**src/rtl/obi_mem_responder.sv**
```systemverilog
// Responder end of a req/gnt/r_valid bus in front of a 1-cycle-latency SRAM.
// Fixed-latency responses, out-of-range error flag, quiesce/drain handshake.
module obi_mem_responder #(
  parameter int unsigned AW             = 32,
  parameter int unsigned DW             = 32,
  parameter int unsigned MemWords       = 1024,
  parameter int unsigned RespLatency    = 2,
  parameter int unsigned NumOutstanding = 2
) (
  input  logic                        clk_i,
  input  logic                        rst_ni,
  input  logic                        quiesce_i,
  output logic                        quiesced_o,
  input  logic                        req_i,
  output logic                        gnt_o,
  input  logic                        we_i,
  input  logic [AW-1:0]               addr_i,
  input  logic [DW-1:0]               data_i,
  input  logic [DW/8-1:0]             be_i,
  output logic                        r_valid_o,
  output logic                        r_err_o,
  output logic [DW-1:0]               r_rdata_o,
  output logic                        mem_req_o,
  input  logic                        mem_gnt_i,
  output logic                        mem_we_o,
  output logic [$clog2(MemWords)-1:0] mem_addr_o,
  output logic [DW-1:0]               mem_wdata_o,
  output logic [DW/8-1:0]             mem_be_o,
  input  logic [DW-1:0]               mem_rdata_i
);

  localparam int unsigned BeW   = DW / 8;
  localparam int unsigned OffW  = $clog2(BeW);
  localparam int unsigned MemAW = $clog2(MemWords);
  localparam int unsigned CntW  = $clog2(NumOutstanding + 1);
  localparam logic [63:0] MemBytes = 64'(MemWords) * 64'(BeW);

  typedef enum logic [1:0] {StActive, StDrain, StQuiesced} state_e;

  state_e                 state_q, state_d;
  logic                   quiesced_q;
  logic [CntW-1:0]        cnt_q, cnt_d, cnt_avail;
  logic [RespLatency-1:0] vld_q, err_q, we_q;
  logic                   in_range, admit, accept, retire, rd_ok;
  logic [DW-1:0]          rdata_c;

  assign in_range  = 64'(addr_i) < MemBytes;
  assign retire    = vld_q[RespLatency-1];
  // A slot freed by this cycle's retire can be reused in the same cycle.
  assign cnt_avail = cnt_q - CntW'(retire);
  assign accept    = req_i & gnt_o;

  // FSM state register (also holds the registered quiesced flag)
  always_ff @(posedge clk_i) begin
    if (!rst_ni) begin
      state_q    <= StActive;
      quiesced_q <= 1'b0;
    end else begin
      state_q    <= state_d;
      quiesced_q <= (state_d == StQuiesced);
    end
  end

  // FSM next state
  always_comb begin
    state_d = state_q;
    case (state_q)
      StActive:   if (quiesce_i) state_d = StDrain;
      StDrain: begin
        if (!quiesce_i)          state_d = StActive;
        else if (cnt_d == '0)    state_d = StQuiesced;
      end
      StQuiesced: if (!quiesce_i) state_d = StActive;
      default:    state_d = StActive;
    endcase
  end

  // FSM outputs: admission, grant and SRAM strobe
  always_comb begin
    admit     = rst_ni & (state_q == StActive) & ~quiesce_i
              & (cnt_avail < CntW'(NumOutstanding));
    gnt_o     = req_i & admit & (mem_gnt_i | ~in_range);
    mem_req_o = req_i & admit & in_range & mem_gnt_i;
  end

  assign mem_we_o    = we_i;
  assign mem_wdata_o = data_i;
  assign mem_be_o    = be_i;
  assign mem_addr_o  = addr_i[OffW +: MemAW];

  always_comb begin
    cnt_d = cnt_q + CntW'(accept) - CntW'(retire);
  end

  always_ff @(posedge clk_i) begin
    if (!rst_ni) cnt_q <= '0;
    else         cnt_q <= cnt_d;
  end

  // Response control pipeline: stage 0 is loaded on accept
  always_ff @(posedge clk_i) begin
    if (!rst_ni) begin
      vld_q <= '0;
      err_q <= '0;
      we_q  <= '0;
    end else begin
      vld_q[0] <= accept;
      err_q[0] <= accept & ~in_range;
      we_q[0]  <= accept & we_i;
      for (int unsigned i = 1; i < RespLatency; i++) begin
        vld_q[i] <= vld_q[i-1];
        err_q[i] <= err_q[i-1];
        we_q[i]  <= we_q[i-1];
      end
    end
  end

  assign rd_ok = vld_q[0] & ~err_q[0] & ~we_q[0];

  if (RespLatency == 1) begin : g_lat1
    assign rdata_c = rd_ok ? mem_rdata_i : '0;
  end else begin : g_latn
    logic [DW-1:0] rdata_q [RespLatency-1];

    // SRAM data arrives while the entry sits in stage 0; capture it there
    always_ff @(posedge clk_i) begin
      if (!rst_ni) begin
        rdata_q <= '{default: '0};
      end else begin
        rdata_q[0] <= rd_ok ? mem_rdata_i : '0;
        for (int unsigned k = 1; k < RespLatency - 1; k++) begin
          rdata_q[k] <= rdata_q[k-1];
        end
      end
    end

    assign rdata_c = rdata_q[RespLatency-2];
  end

  assign r_valid_o  = rst_ni & retire;
  assign r_err_o    = r_valid_o & err_q[RespLatency-1];
  assign r_rdata_o  = r_valid_o ? rdata_c : '0;
  assign quiesced_o = rst_ni & quiesced_q;

endmodule

```
**config.mk**
```make
export PLATFORM = sky130hd
export DESIGN_NAME = obi_mem_responder
export DESIGN_NICKNAME = d
export VERILOG_FILES = /design/src/rtl/obi_mem_responder.sv
export SDC_FILE = /design/constraint.sdc
export NUM_CORES = 1
export LEC_CHECK = 0
export BUFFER_PORTS_ARGS = -buffer_cell sky130_fd_sc_hd__clkbuf_2
export CORE_AREA = 2 2 74 76
export CTS_CLUSTER_DIAMETER = 150
export DETAILED_ROUTE_END_ITERATION = 10
export DIE_AREA = 0 0 76 78
export MAX_ROUTING_LAYER = met4
export PLACE_DENSITY_LB_ADDON = 0.12
export SYNTH_ARGS = -nofsm -noshare
export SYNTH_HDL_FRONTEND = slang
export SYNTH_SLANG_ARGS = --single-unit
```
**constraint.sdc**
```tcl
create_clock -name clk_i -period 5.6 [get_ports clk_i]
set_input_delay 0.28 -clock clk_i [delete_from_list [all_inputs] [get_ports clk_i]]
set_output_delay 0.28 -clock clk_i [all_outputs]
set_load 0.005 [all_outputs]
```
======== After elaboration in Yosys (flattened, before gate mapping) ========
Cells that the tools add are included.
operators by class
  add/sub/neg operators ................... 3
  $mul .................................... 0
  div/mod/pow operators ................... 0
  magnitude comparators ................... 2
  equality and inequality tests ........... 3
  shift operators ......................... 0
  multiplexer cells ....................... 6
  bitwise operators ....................... 20
  reductions and logical operators ........ 3
operator list
  cell                  count
  $lt 32x13->1 const B  1
  $mux 32               1
  $and 1x1->1           15
  $mux 2                4
  $pmux 2 s3            1
  $eq 2x2->1 const B    2
  $logic_not 2->1       2
  $not 1->1             4
  $sub 2x1->2           2
  $add 2x1->2           1
  $eq 2x1->1 const B    1
  $lt 2x2->1 const B    1
  $reduce_and 2->1      1
  $or 1x1->1            1
storage, ports and cells
  flip-flop bits (word level) ............. 42
  bits in latches ......................... 0
  bits in writable memories ............... 0
  bits in read-only memories .............. 0
  input bits .............................. 106
  memories kept ........................... 0

======== Logic depth before layout (Yosys ltp) ========
  word-level depth ........................ 14
  depth in mapped cells ................... 11
  gate-level depth less buffers ........... 11

======== Worst setup path after synthesis ========
OpenSTA, ideal clock, no wires.
  path type ............................... reg-to-reg
  start point ............................. register vld_q[1]
  end point ............................... register quiesced_q
  setup time .............................. 70 ps
  data arrival time ....................... 2,092 ps
  required time ........................... 5,530 ps
  slack ................................... 3,439 ps
  stages on the path, launching flop included .. 12
  path buffers ............................ 0
  cell sequence ........................... dfxtp_1 > nor2b_1 > xnor2_1 > nand3_2 > a21o_1 > ha_1 > inv_1 > ha_1 > xor2_1 > xnor2_1 > nand4b_1 > a21oi_1
between the ends
  cells in the longest elaborated chain, start to end .. 13
RTL lines
  element                           RTL line  RTL
  start: declaration                43        logic [RespLatency-1:0] vld_q, err_q, we_q;
  start signal: indexed assignment  111       vld_q[i] <= vld_q[i-1];
  $sub 2x1->2                       50        assign cnt_avail = cnt_q - CntW'(retire);
  $lt 2x2->1                        81        & (cnt_avail < CntW'(NumOutstanding));
  $and 1x1->1                       81
  $and 1x1->1 (2 in a row)          82        gnt_o = req_i & admit & (mem_gnt_i | ~in_range);
  $and 1x1->1                       51        assign accept = req_i & gnt_o;
  $add 2x1->2                       92        cnt_d = cnt_q + CntW'(accept) - CntW'(retire);
  $sub 2x1->2 (*)                   92
  $logic_not 2->1 (*)               71        else if (cnt_d == '0) state_d = StQuiesced;
  $mux 2 (*)                        71
  $mux 2 (*)                        70        if (!quiesce_i) state_d = StActive;
  $pmux 2 s3 (*)                    67        case (state_q)
  $eq 2x2->1 (*)                    60        quiesced_q <= (state_d == StQuiesced);
  end signal: assignment            60
  end: declaration                  41        logic quiesced_q;
Every way passes the cells marked *; elsewhere a longest branch is shown, timed or not.
A chain may end at the register's enable or synchronous reset.

======== Final worst setup path ========
Ends and elaborated chain as after synthesis.

==> results.yml <==
cells_and_area:
  nFillCells: 549
  area_delta_synth_final_pct: 12.44
  drive_above_1_share: 0.4337
  final_cell_mix: "clkbuf_2 (95), dfxtp_1 (42), and2_1 (36), and3_1 (33), clkbuf_8 (6)"
  design_area_um2: 2182
  fin_nets: 356
  mostFrequentLayoutCell: "clkbuf_2"
  diodes: 0
clocking:
  insertion_delay_ns: 0.28
  cts_tree: "built"
  max-clock-path-buffers: 2
  cts.sinks: 42
  cts_buffers: 5
  post_cts_buffers: 0
  h-tree-depth: 2
  hold_buffers: 0
  cts_resized: 0
  clk_pin_slew_ns: 0.08
  cts_root_buffer: "clkbuf_8"
worst_setup_path:
  startpoint_type: "flip-flop"
  endpoint_kind: "flip-flop"
  critPathKind: "flip-flop to flip-flop"
  required_ns: 5.82
  cp_max_fo: 36
  critPathArrivalTime_ns: 3.17
pwr:
  power_w: 0.0005452
  vdd_drop_max_uv: 167.3
  pwr_density_cell_nw_per_um2: 249.8
  p_leak_nw: 1.197
synthesis:
  synth_top_area_frac: 0.4333
  synth_top_area_cell: "dfxtp_1"
  syn_nets: 311
  synth_area_um2: 1941
  ys_seq_area_frac: 0.4333
  synth-edff-count: 0
  synthCells: 203
  yosys_register_bits: 42
  ys_async_sr_fraction: 0
  yosysUniqueCellTypes: 27
  synth_flop_cell: "dfxtp_1"
  synthTopCellsByArea: "dfxtp_1 (43%), buf_4 (18%), and2_1 (12%)"
  syn_area_per_cell_um2: 9.560
  ys_warn_count: 0
floorplanning:
  start_util: 0.3849
  die_h_um: 78
  dieArea_um2: 5928
  rows: 26
  core_area_um2: 5042
  die_w_um: 76
  ios: 190
drt:
  drc: 0
  via_count: 1442
  drtIter0Drc: 42
  wirelength_mm: 4.131
  ant_nets: 0
  vias_per_cell: 4.520
  wl_per_cell_um: 12.95
  drt_first_pass_iters: 4
grt:
  grt_pass1_wl_mm: 6.527
  grt_max_degree: 42
  grt_pass1_vias: 1355
  overflow: 0
  grt_usage: 0.1438
  antenna_found_initial: 0
sta:
  finalCritPeriodShare: 0.5270
  totalNegativeSetupSlack_ns: 0
  tightest_slew_ns: 0.9928
  setup_viol: 0
  rsz0062_at_grt: "false"
  hold_viol: 0
  finalClockSkew_ns: 0.003858
  period_needed_ns: 2.951
  slew_violations: 0
  max_freq_mhz: 338.9
  relSlewSlack: 0.3372
place:
  place_congestion: 0.6831
  post-dp-hpwl_mm: 3.079
  io_buffers: 95
  place_area_um2: 2091
outcome:
  status: "complete, no violations"
hold_path:
  hp-class: "primary input to flip-flop"
flow_run:
  drv_cap: 0
==> worst max-delay path, cell delays in order, from the launching register on <==
cell and delay [ns]:
dfxtp_1 0.98, nor2b_1 0.24, xnor2_1 0.14, nand3_2 0.16, a21o_1 0.19, ha_1 0.26, inv_1 0.04, ha_1 0.17
xor2_1 0.15, xnor2_1 0.22, nand4b_1 0.16, a21oi_1 0.17
==> worst paths after layout <==
kind                            cells after the start                            end                 from  slack (ns)
worst max-delay path                               11          quiesced_q$_SDFF_PN0_  vld_q[1]$_SDFF_PN0_        2.65
worst min-delay path                                2  g_latn.rdata_q[26]$_SDFF_PN0_      mem_rdata_i[26]        0.19
worst max register to register                     11          quiesced_q$_SDFF_PN0_  vld_q[1]$_SDFF_PN0_        2.65
worst min register to register                      1            vld_q[1]$_SDFF_PN0_  vld_q[0]$_SDFF_PN0_        0.47
==> cells by family (layout without fill, tap and decap cells) <==
kind of cell,Yosys count,after routing,share of synthesized area
flops,42,42,0.4333
buf+inv,61,107,0.2205
xor+xnor,3,3,0.01354
compound gates,7,7,0.02257
fa+ha+maj,2,2,0.01289
simple gates,88,88,0.2972
==> state kept, by name, indices dropped and copies added (netlist names) <==
register,cells
g_latn.rdata_q,32
cnt_q,2
err_q,2
state_q,2
vld_q,2
quiesced_q,1
we_q,1
==> through the flow <==
stage	util	setup WS [ns]	cells	hold slack [ns]
2_1_floorplan	-	3.439	203	0.3935
3_3_place_gp	0.4146	2.618	311	0.4480
3_5_place_dp	0.4146	2.643	311	0.4547
4_1_cts	0.4328	2.625	319	0.1743
5_1_grt	0.4328	2.277	319	0.1725
6_report	0.4328	2.649	319	0.1892
==> power by group <==
part | leakage (nW) | total [W] | internal, W | switching [W]
Clock | 0.0482 | 0.000196 | 0.0000994 | 0.0000966
Combinational | 0.808 | 0.0000389 | 0.0000226 | 0.0000163
Sequential | 0.340 | 0.000310 | 0.000306 | 0.00000461
Total | 1.20 | 0.000545 | 0.000428 | 0.000118
==> layout make-up <==
type,instances,area [um^2],share of cell area
clock inverter,1,5.005,0.002294
clock buffer,7,86.33,0.03956
multi-input combinational,100,671.9,0.3079
tap,70,87.58,0.04014
inverter,4,15.01,0.006881
sequential,42,840.8,0.3853
timing repair buffer,95,475.5,0.2179
==> cells in the mapped netlist (3+ instances only) <==
| cell | number |
|---|---|
| and3_1 | 33 |
| clkbuf_1 | 7 |
| a21oi_1 | 4 |
| inv_1 | 4 |
| and2_1 | 36 |
| nor4_1 | 5 |
| buf_6 | 3 |
| buf_4 | 47 |
| dfxtp_1 | 42 |
==> layer usage <==
metal / vias to the layer above / routed length, um / part of all wire / GRT usage
met3: 19 / 340 / 0.082 / 0.06628
met1: 650 / 1609 / 0.39 / 0.1531
met4: 0 / 106 / 0.026 / 0.06182
met5: - / 0 / 0 / -
li1: 705 / - / - / -
met2: 68 / 2074 / 0.50 / 0.2321
Note: power is estimated with default switching activity, not from simulation.
